<file path="config.mk">
export PLATFORM = sky130hd
export DESIGN_NAME = wb_dmem_responder
export DESIGN_NICKNAME = d
export VERILOG_FILES = /design/src/rtl/wb_dmem_responder.sv
export SDC_FILE = /design/constraint.sdc
export NUM_CORES = 1
export LEC_CHECK = 0
export CAP_MARGIN = 20
export CELL_PAD_IN_SITES_DETAIL_PLACEMENT = 0
export CELL_PAD_IN_SITES_GLOBAL_PLACEMENT = 1
export CORE_ASPECT_RATIO = 0.9
export CORE_MARGIN = 4
export CORE_UTILIZATION = 30
export CTS_BUF_LIST = sky130_fd_sc_hd__clkbuf_2 sky130_fd_sc_hd__clkbuf_4 sky130_fd_sc_hd__clkbuf_8
export CTS_CLUSTER_SIZE = 16
export DETAILED_ROUTE_END_ITERATION = 16
export HOLD_SLACK_MARGIN = 0.12
export PLACE_DENSITY_LB_ADDON = 0.1
export SKIP_CTS_REPAIR_TIMING = 1
export SLEW_MARGIN = 30
export SYNTH_ARGS = -nofsm -noshare
export SYNTH_HDL_FRONTEND = slang
export SYNTH_SLANG_ARGS = --single-unit
</file>
<file path="constraint.sdc">
create_clock -name clk_i -period 11.5 [get_ports clk_i]
set_clock_uncertainty 0.05 [all_clocks]
set_input_delay 1.725 -clock clk_i [delete_from_list [all_inputs] [get_ports clk_i]]
set_output_delay 1.725 -clock clk_i [all_outputs]
set_load 0.03 [all_outputs]
</file>
<file path="src/rtl/wb_dmem_responder.sv">
`default_nettype none
// ============================================================================
//  Module   : wb_dmem_responder
//  Purpose  : Memory-side responder for the write-back data cache line-transfer
//             interface. A line read (allocate) or line write (write-back) is
//             accepted in IDLE. It is then split into BEATS sequential word
//             beats on a single-word backing-memory port. The cache receives
//             a single completion pulse when the whole line has transferred.
//             The cache kill input aborts a transfer. The beat already on the
//             bus is always allowed to finish, because the memory side cannot
//             be abandoned mid-handshake.
//
//  Ports    : clk_i / rst_i           clock, asynchronous active-high reset
//             dcache2mem_req_i        line request (held until ack or kill)
//             dcache2mem_wr_i         1 = write-back, 0 = line read
//             dcache2mem_kill_i       abort current request
//             dcache2mem_addr_i       line byte address (low LOFF bits ignored)
//             dcache2mem_data_i       write-back line data
//             mem2dcache_ack_o        one-cycle completion pulse
//             mem2dcache_data_o       read line data
//             bmem_req_o / bmem_we_o  beat request / beat write enable
//             bmem_addr_o             beat byte address
//             bmem_wdata_o            beat write data
//             bmem_rdata_i            beat read data (valid with bmem_ack_i)
//             bmem_ack_i              beat complete (may coincide with req)
//
//  Options  : DMEM_RESP_BYPASS_EN - when defined, the RESP state is removed.
//             The cache ack is raised combinationally with the last beat's
//             memory ack. The final read word is forwarded straight into the
//             top slot of mem2dcache_data_o in that cycle.
//
//  Revision : 1.0 - initial release
// ============================================================================
module wb_dmem_responder #(
   parameter int LINE_WIDTH = 128,
   parameter int WORD_WIDTH = 32,
   parameter int ADDR_WIDTH = 32
) (
   input  logic                  clk_i,
   input  logic                  rst_i,
   input  logic                  dcache2mem_req_i,
   input  logic                  dcache2mem_wr_i,
   input  logic                  dcache2mem_kill_i,
   input  logic [ADDR_WIDTH-1:0] dcache2mem_addr_i,
   input  logic [LINE_WIDTH-1:0] dcache2mem_data_i,
   output logic                  mem2dcache_ack_o,
   output logic [LINE_WIDTH-1:0] mem2dcache_data_o,
   output logic                  bmem_req_o,
   output logic                  bmem_we_o,
   output logic [ADDR_WIDTH-1:0] bmem_addr_o,
   output logic [WORD_WIDTH-1:0] bmem_wdata_o,
   input  logic [WORD_WIDTH-1:0] bmem_rdata_i,
   input  logic                  bmem_ack_i
);

   localparam int BEATS = LINE_WIDTH / WORD_WIDTH;
   localparam int WOFF  = $clog2(WORD_WIDTH / 8);
   localparam int LOFF  = $clog2(LINE_WIDTH / 8);
   localparam int BW    = (BEATS > 1) ? $clog2(BEATS) : 1;

   localparam logic [BW-1:0]         LAST_BEAT = BW'(BEATS - 1);
   localparam logic [ADDR_WIDTH-1:0] LINE_MASK = {ADDR_WIDTH{1'b1}} << LOFF;

   localparam logic [1:0] IDLE  = 2'd0;
   localparam logic [1:0] BEAT  = 2'd1;
`ifndef DMEM_RESP_BYPASS_EN
   localparam logic [1:0] RESP  = 2'd2;
`endif
   localparam logic [1:0] DRAIN = 2'd3;

   logic [1:0]            state;
   logic [1:0]            state_nxt;
   logic [BW-1:0]         beat;
   logic [ADDR_WIDTH-1:0] base;
   logic                  wr;
   logic [LINE_WIDTH-1:0] wline;
   logic [LINE_WIDTH-1:0] rline;

   logic                  accept;
   logic                  last_beat;
   logic                  beat_done;
   logic [31:0]           beat_lsb;

   assign accept    = dcache2mem_req_i & ~dcache2mem_kill_i;
   assign last_beat = (beat == LAST_BEAT);
   assign beat_done = (state == BEAT) & bmem_ack_i;
   assign beat_lsb  = 32'(beat) * 32'(WORD_WIDTH);

   // ------------------------------------------------------------------
   // State register
   // ------------------------------------------------------------------
   always_ff @(posedge clk_i or posedge rst_i) begin
      if (rst_i) begin
         state <= IDLE;
      end else begin
         state <= state_nxt;
      end
   end

   // ------------------------------------------------------------------
   // Next-state logic
   // ------------------------------------------------------------------
   always_comb begin
      state_nxt = state;
      case (state)
         IDLE: begin
            if (accept) begin
               state_nxt = BEAT;
            end
         end
         BEAT: begin
            if (bmem_ack_i) begin
               // Kill beats completion: the finishing beat is the last one
               // issued, and no cache ack follows.
               if (dcache2mem_kill_i) begin
                  state_nxt = IDLE;
               end else if (last_beat) begin
`ifdef DMEM_RESP_BYPASS_EN
                  state_nxt = IDLE;
`else
                  state_nxt = RESP;
`endif
               end
            end else if (dcache2mem_kill_i) begin
               // The in-flight beat must still complete on the memory side.
               state_nxt = DRAIN;
            end
         end
`ifndef DMEM_RESP_BYPASS_EN
         RESP: begin
            state_nxt = IDLE;
         end
`endif
         DRAIN: begin
            if (bmem_ack_i) begin
               state_nxt = IDLE;
            end
         end
         default: begin
            state_nxt = IDLE;
         end
      endcase
   end

   // ------------------------------------------------------------------
   // Output logic
   // ------------------------------------------------------------------
   always_comb begin
      bmem_req_o        = 1'b0;
      bmem_we_o         = 1'b0;
      bmem_addr_o       = '0;
      bmem_wdata_o      = '0;
      mem2dcache_ack_o  = 1'b0;
      mem2dcache_data_o = rline;

      // Beat counter is frozen in DRAIN, so the held beat keeps a stable
      // address and write data until memory acknowledges it.
      if ((state == BEAT) || (state == DRAIN)) begin
         bmem_req_o   = 1'b1;
         bmem_we_o    = wr;
         bmem_addr_o  = base + (ADDR_WIDTH'(beat) << WOFF);
         bmem_wdata_o = wline[beat_lsb +: WORD_WIDTH];
      end

`ifdef DMEM_RESP_BYPASS_EN
      if (beat_done && last_beat && !dcache2mem_kill_i) begin
         mem2dcache_ack_o = 1'b1;
         if (!wr) begin
            mem2dcache_data_o[(BEATS-1)*WORD_WIDTH +: WORD_WIDTH] = bmem_rdata_i;
         end
      end
`else
      mem2dcache_ack_o = (state == RESP) & ~dcache2mem_kill_i;
`endif
   end

   // ------------------------------------------------------------------
   // Request latch, beat counter and read-line assembly
   // ------------------------------------------------------------------
   always_ff @(posedge clk_i or posedge rst_i) begin
      if (rst_i) begin
         beat  <= '0;
         base  <= '0;
         wr    <= 1'b0;
         wline <= '0;
         rline <= '0;
      end else begin
         if ((state == IDLE) && accept) begin
            base  <= dcache2mem_addr_i & LINE_MASK;
            wr    <= dcache2mem_wr_i;
            wline <= dcache2mem_data_i;
            beat  <= '0;
         end else if (beat_done) begin
            // A beat completing under kill has its read data dropped.
            if (!wr && !dcache2mem_kill_i) begin
               rline[beat_lsb +: WORD_WIDTH] <= bmem_rdata_i;
            end
            beat <= beat + 1'b1;
         end
      end
   end

endmodule
`default_nettype wire

</file>
==> key figures, run 1 <==
Status
  – Status: complete, no violations

Worst hold path
  – Worst hold path depth: 1
  – HP Class: flip-flop to flip-flop
  – Min-delay src: base[17]$_DFFE_PP0P_
  – Hold EP: base[17]$_DFFE_PP0P_

Synthesis
  – Yosys reg bits: ~290
  – Post-synth EDFFs: 0
  – Synth Area in XOR/XNOR: less than 1%
  – Synth Cell Area: 13600 um2
  – Mapped Cells: roughly 1000
  – Synthesized area per cell: between 10 and 15 um2
  – Yosys cell types: 32
  – Main combinational cell family by area after synthesis: multiplexers
  – Synth Area in Compound Gates: less than 1%
  – Main synth FF type: dfrtp_1
  – Fraction of synthesis flops using an asynchronous set or reset pin: 100%
  – Adder-cell share of the synthesized area: less than 1%
  – Seq/Total Area, Yosys: a little over half
  – Synthesis Warnings: 0
  – Simple-Gate Fraction of Synth Area: ~7.4%
  – Mux contribution to synthesized area: 30.8%

Final layout
  – Layout Nets: between 1500 and 2000
  – Final Instance Count excl. Fillers: between 2000 and 2500
  – Share of post-route cells with drive strength above 1: between 20% and 30%
  – Fill cell count: 4220
  – Layout area overhead: 39.6%

Global route
  – Initial antenna violation count: 7
  – GR Layer Usage met2: approximately a quarter
  – GR peak layer: met2
  – Met1 GRT Util: 20.7%
  – Vias in the first global route: about 9800
  – First-pass GRT wire length: roughly 60000 um
  – All-Layer GR Usage: between 10% and 20%
  – GR Overflow Total: 0
  – Grt met3 use: under 10%
  – Pin count of the biggest net entering global routing: between 150 and 200

Detailed routing
  – Residual DRC count: 0
  – DRT Pass-1 Iters: 4
  – Post-DRT Antenna Nets: 0
  – Vias per inst: between 4 and 5
  – DR WL/cell: roughly 19 um
  – Routed vias: ~8800
  – Post-Route WL: between 30000 and 40000 um
  – Iteration-0 DRC Markers: 380

Die
  – Die Height: between 200 and 250 um
  – Initial Util: between 30% and 40%
  – Die Wd: about 230 um
  – Io pins: a little under 400
  – Rows: between 70 and 80
  – Core Region: roughly 44000 um2
  – DIE AREA: 48700 um2

Place
  – GP Congestion: 0.737
  – Dpl cells: a little under 2000
  – Port-buffer cells: between 300 and 400
  – DP Wirelength: roughly 26000 um

Power and ir drop
  – Worst vdd ir: 0.105 mV
  – Power Dens Cells: about 280 nW/um2
  – Leak: 8.00 nW

Timing
  – Slew HR: approximately 47%
  – Final hold violation count: 0
  – Setup tns final: 0 ps
  – # setup viols final: 0
  – RSZ-0062 raised after global routing: no
  – Slew Limit Fails: 0
  – Final Critical Period: between 5000 and 6000 ps
  – Fin crit share: 44.0%
  – Worst-margin pin slew: about 800 ps
  – Fmax: 0.197 GHz

Worst setup path
  – Worst Path Class, Setup: flip-flop to output port
  – Critical path fanouts, max: 26
  – Crit path max-delay family: buffers and inverters
  – R2r setup slk: about 8300 ps
  – Critical-path top delay cell: dfrtp_2
  – Crit-path cells: buf_4 -> mux4_2 -> and2_1 -> clkdlybuf4s50_1
  – WP buf/inv: 2
  – Worst reg2reg path endpoint: mem2dcache_data_o[10]$_DFFE_PP0P_
  – Worst endpoint required time: slightly below 10000 ps
  – Worst setup SP type: flip-flop
  – Worst r2r src: beat[0]$_DFFE_PP0P_
  – Slowest stage delay, CP: roughly 730 ps
  – Arr. time, crit path: approximately 3300 ps
  – R2R depth: 7
  – Setup crit end kind: output port

CTS
  – Root Driver: clkbuf_8
  – CTS tree: done
  – H-tree depth: 2
  – Clock latency on the worst-skew pair: 610 ps
  – CTS clk-pin slew, worst paths: about 60 ps
  – Clk buf depth: 3
  – CTS Sinks: between 200 and 300
  – TritonCTS buffer count: 53

Run
  – Maximum Capacitance Violations: 0
layout make-up:
cell class                      instances  area, um2  share of cell area (%)
Multi-Input combinational cell        540       5340                    28.2
Sequential cell                       289       7240                    38.2
Tap cell                              600        751                    3.96
Clock buffer                           89       1060                    5.61
Clock inverter                          2       15.0                  0.0793
Inverter                              132        503                    2.66
Antenna cell                            2       5.00                  0.0264
Timing Repair Buffer                  403       4030                    21.3
power breakdown:
part,switching (mW),internal [mW]
clock,0.438,0.574
sequential,0.268,1.47
combinational,1.28,1.20
total,1.99,3.24
cells in the mapped netlist, drive strengths merged, types with 3 or more instances:
cell,n,share of area (%)
and2,61,2.8
and3,5,0.23
buf,55,3.7
clkbuf,11,0.30
dfrtp,289,53
ha,6,0.55
inv,132,3.7
mux2,157,16
mux2i,129,9.5
mux4,32,5.3
nand2,129,3.6
nor2,5,0.14
nor3b,3,0.24
state kept, by name, summed over array words and instances, names as in the netlist:
register and flops:
base 28, mem2dcache_data_o 128, beat 2, state 2, wr 1, wline 128
cell usage in the layout, fill, tap and decap left out, types with 2 or more instances in the layout:
cell type,instances
ha_1,6
dfrtp_1,286
buf_4,13
clkbuf_4,26
conb_1,2
nand2_1,129
mux2i_1,129
buf_6,2
diode_2,2
clkinvlp_4,2
and3_2,4
mux2_4,108
clkdlybuf4s50_1,386
nor2_1,5
mux2_2,49
mux4_2,32
dfrtp_2,3
and2_1,61
inv_1,130
clkbuf_8,63
layer usage:
layer | wire length (um) | vias to the layer above | share of wire, %
met5 | 84 | - | 0.21
met4 | 896 | 14 | 2.3
met3 | 3390 | 79 | 8.6
met2 | 18100 | 263 | 46
met1 | 17200 | 4342 | 43
li1 | - | 4140 | -
cells by family (layout without fill, tap and decap cells):
logic type / count (synthesis) / after routing
xor+xnor: 1 / 1
compound gates: 3 / 3
flops: 289 / 289
simple gates: 210 / 210
other cells: 1 / 4
buf+inv: 198 / 626
fa+ha+maj: 6 / 6
mux: 318 / 318
stage by stage:
| stage | utilization, % | hold slack [ps] | power [mW] | cell area [um2] | setup slack [ps] |
|---|---|---|---|---|---|
| final | 42.6 | 445 | 5.23 | 18900 | 6430 |
| after global routing | 42.6 | 461 | 5.56 | 18900 | 6140 |
| after CTS | 42.5 | 451 | 5.33 | 18900 | 6240 |
| after detailed placement | 40.1 | 438 | 4.27 | 17800 | 6570 |
| after global placement | 40.1 | 431 | 4.25 | 17800 | 6580 |
| after floorplan | - | 423 | 3.26 | 13600 | 1750 |
worst max-delay path by stage:
stage                                    from              endpoint  cells after the start
after global placement      dcache2mem_kill_i      mem2dcache_ack_o                      3
after floorplan                         rst_i  base[10]$_DFFE_PP0P_                      1
final                     beat[0]$_DFFE_PP0P_       bmem_wdata_o[3]                      4
after detailed placement    dcache2mem_kill_i      mem2dcache_ack_o                      3
after CTS                 beat[0]$_DFFE_PP0P_      bmem_wdata_o[26]                      4
after global routing      beat[0]$_DFFE_PP0P_      bmem_wdata_o[26]                      4
Note: power is estimated with default switching activity, not from simulation.
==> run 2: changes to the inputs <==
==> constraint.sdc (replaced) <==
create_clock -name clk_i -period 4.85 [get_ports clk_i]
set_clock_uncertainty 0.05 [all_clocks]
set_input_delay 0.7275 -clock clk_i [delete_from_list [all_inputs] [get_ports clk_i]]
set_output_delay 0.7275 -clock clk_i [all_outputs]
set_load 0.03 [all_outputs]
==> run 2 against run 1 <==
  * Design area about the same
  * Highest routed layer unchanged
  * Global-route usage hardly changed
  * Sequential cell count stayed put
  * Via count is 0.54% higher
  * Worst hold slack better by 1.1 ps
  * Sequential power up 140%
  * Combinational power up 130%
  * Critical path depth unchanged
  * Register-to-register slack got worse by 6400 ps
  * Critical path type unchanged
  * Utilization barely moved
==> key figures, run 2 (synthesized netlist as in run 1, its figures left out) <==
Worst setup path
  – Arr. time, crit path: 3240 ps (was 3290 ps)
  – Worst endpoint required time: 4070 ps (was 9730 ps)
  – Worst setup SP type: flip-flop (unchanged)
  – Worst Path Class, Setup: flip-flop to output port (unchanged)
  – Critical path fanouts, max: 25 (was 26)
  – Setup crit end kind: output port (unchanged)

Die
  – DIE AREA: 48700 um2 (unchanged)
  – Core Region: 44500 um2 (unchanged)
  – Die Wd: 232 um (unchanged)
  – Die Height: 210 um (unchanged)
  – Rows: 73 (unchanged)
  – Initial Util: 30.5% (unchanged)
  – Io pins: 393 (unchanged)

Detailed routing
  – DR WL/cell: 19.3 um (was 19.2 um)
  – Routed vias: 8886 (was 8838)
  – Iteration-0 DRC Markers: 454 (was 380)
  – Post-Route WL: 39600 um (about the same)
  – Residual DRC count: 0 (unchanged)
  – DRT Pass-1 Iters: 4 (unchanged)
  – Vias per inst: 4.32 (was 4.30)
  – Post-DRT Antenna Nets: 0 (unchanged)

Global route
  – Pin count of the biggest net entering global routing: 124 (was 151)
  – All-Layer GR Usage: 16.2% (about the same)
  – Initial antenna violation count: 7 (unchanged)
  – GR Overflow Total: 0 (unchanged)
  – GR Layer Usage met2: 25.7% (was 25.3%)
  – Met1 GRT Util: 20.9% (was 20.7%)
  – GR peak layer: met2 (unchanged)
  – Grt met3 use: 5.85% (was 6.43%)
  – Vias in the first global route: 9851 (was 9792)
  – First-pass GRT wire length: 60800 um (about the same)

Timing
  – Fin crit share: between 80 and 90%
  – Slew Limit Fails: 0 (unchanged)
  – RSZ-0062 raised after global routing: no (unchanged)
  – # setup viols final: 0 (unchanged)
  – Final hold violation count: 0 (unchanged)
  – Final Critical Period: about 4000 ps
  – Fmax: ~0.25 GHz
  – Final setup margin: 836 ps (was 6430 ps)
  – Slew HR: 42.3% (was 46.8%)
  – Worst-margin pin slew: 866 ps (was 798 ps)
  – Setup tns final: 0 ps (unchanged)

Place
  – GP Congestion: 0.735 (was 0.737)
  – DP Wirelength: 26900 um (was 26400 um)
  – Placed Instance Area: 17900 um2 (was 17800 um2)
  – Setup Slack @ Placement: 1370 ps (was 6570 ps)
  – Port-buffer cells: 386 (unchanged)

Final layout
  – Final Cell Area: 19000 um2 (was 18900 um2)
  – Share of post-route cells with drive strength above 1: 21.5% (was 21.4%)
  – Layout area overhead: 39.8% (was 39.6%)
  – Commonest non-fill, non-tap cell in the layout: clkdlybuf4s50_1 (unchanged)
  – Layout Nets: 1623 (unchanged)
  – Commonest non-fill, non-tap cells in the layout: clkdlybuf4s50_1, dfrtp_1, inv_1, nand2_1, mux2i_1 (unchanged)
  – Fill cell count: 4290 (was 4220)
  – Reg area: 7240 um2 (about the same)
  – Multi-input logic area: 5340 um2 (unchanged)

Power and ir drop
  – Power Dens Cells: 654 nW/um2 (was 276 nW/um2)
  – Switching Power: 4.70 mW (was 1.99 mW)
  – Internal Pwr Total: 7.70 mW (was 3.24 mW)
  – Leak: 8.00 nW (about the same)
  – Clock share of power: 19.4% (was 19.3%)
  – Comb power frac: 46.8% (was 47.4%)
  – Switching share of power: 37.9% (was 38.1%)
  – Flop pwr share: 33.9% (was 33.3%)
  – Worst vdd ir: 0.251 mV (was 0.105 mV)

CTS
  – H-tree depth: 2 (unchanged)
  – CTS Sinks: 289 (unchanged)
  – CTS tree: done (unchanged)
  – CTS clk-pin slew, worst paths: 60 ps (about the same)
  – Clk buf depth: 3 (unchanged)
  – TritonCTS buffer count: 53 (unchanged)
  – Clock latency on the worst-skew pair: 610 ps (about the same)
  – Root Driver: clkbuf_8 (unchanged)

Status
  – Status: complete, no violations (unchanged)

Run
  – Maximum Capacitance Violations: 0 (unchanged)

Worst hold path
  – HP Class: flip-flop to flip-flop (unchanged)
==> run 2: cell types whose count changed in the layout (fill, tap and decap cells not counted), sizes merged <==
cell	before	now
diode	2	1
clkinv	0	1
clkbuf	89	90
inv	132	131
==> run 2: path summary, 6_finish.rpt <==
kind,cells after the start,end,from,slack (ps)
worst max-delay path,4,bmem_wdata_o[5],beat[0]$_DFFE_PP0P_,840
worst min-delay path,1,base[14]$_DFFE_PP0P_,base[14]$_DFFE_PP0P_,450
worst max register to register,5,mem2dcache_data_o[24]$_DFFE_PP0P_,beat[0]$_DFFE_PP0P_,1900
worst min register to register,1,base[14]$_DFFE_PP0P_,base[14]$_DFFE_PP0P_,450
max in group asynchronous,4,beat[1]$_DFFE_PP0P_,rst_i,3180
min in group asynchronous,3,wline[4]$_DFFE_PP0P_,rst_i,630
==> run 2: critical path, stage by stage, from the launching register on <==
cell	delay, ps
dfrtp_2	930
buf_4	380
mux4_2	530
and2_1	170
clkdlybuf4s50_1	610
==> run 2: area by class of cell <==
| class | count | area share (%) |
|---|---|---|
| clock inverter | 2 | 0.0660 |
| antenna | 1 | 0.0132 |
| sequential | 289 | 38.2 |
| tap | 600 | 3.96 |
| clock buffer | 90 | 5.67 |
| multi-input combinational | 540 | 28.2 |
| inverter | 132 | 2.63 |
| timing repair buffer | 403 | 21.3 |
==> run 2: power groups by stage <==
stage	Clock [mW]	Combinational, mW	Sequential, mW
finish	2.40	5.80	4.20
global route	2.64	6.18	4.36
CTS	2.52	5.91	4.22
detailed placement	0	5.89	4.24
global placement	0	5.85	4.23
floorplan	0	2.73	5.01
==> run 2: routing by layer <==
metal  vias up  wire length [um]
li1       4135                 -
met3        63              3250
met4        12               777
met2       274             18400
met5         -                75
met1      4402             17100
==> run 2: metrics by stage <==
stage | std cells | power [mW] | hold slack, ps | util, %
2_1_floorplan | 1027 | 7.74 | 423 | -
3_3_place_gp | 1964 | 10.1 | 431 | 40.2
3_5_place_dp | 1964 | 10.1 | 437 | 40.2
4_1_cts | 2056 | 12.7 | 451 | 42.6
5_1_grt | 2057 | 13.2 | 461 | 42.6
6_report | 2057 | 12.4 | 446 | 42.6
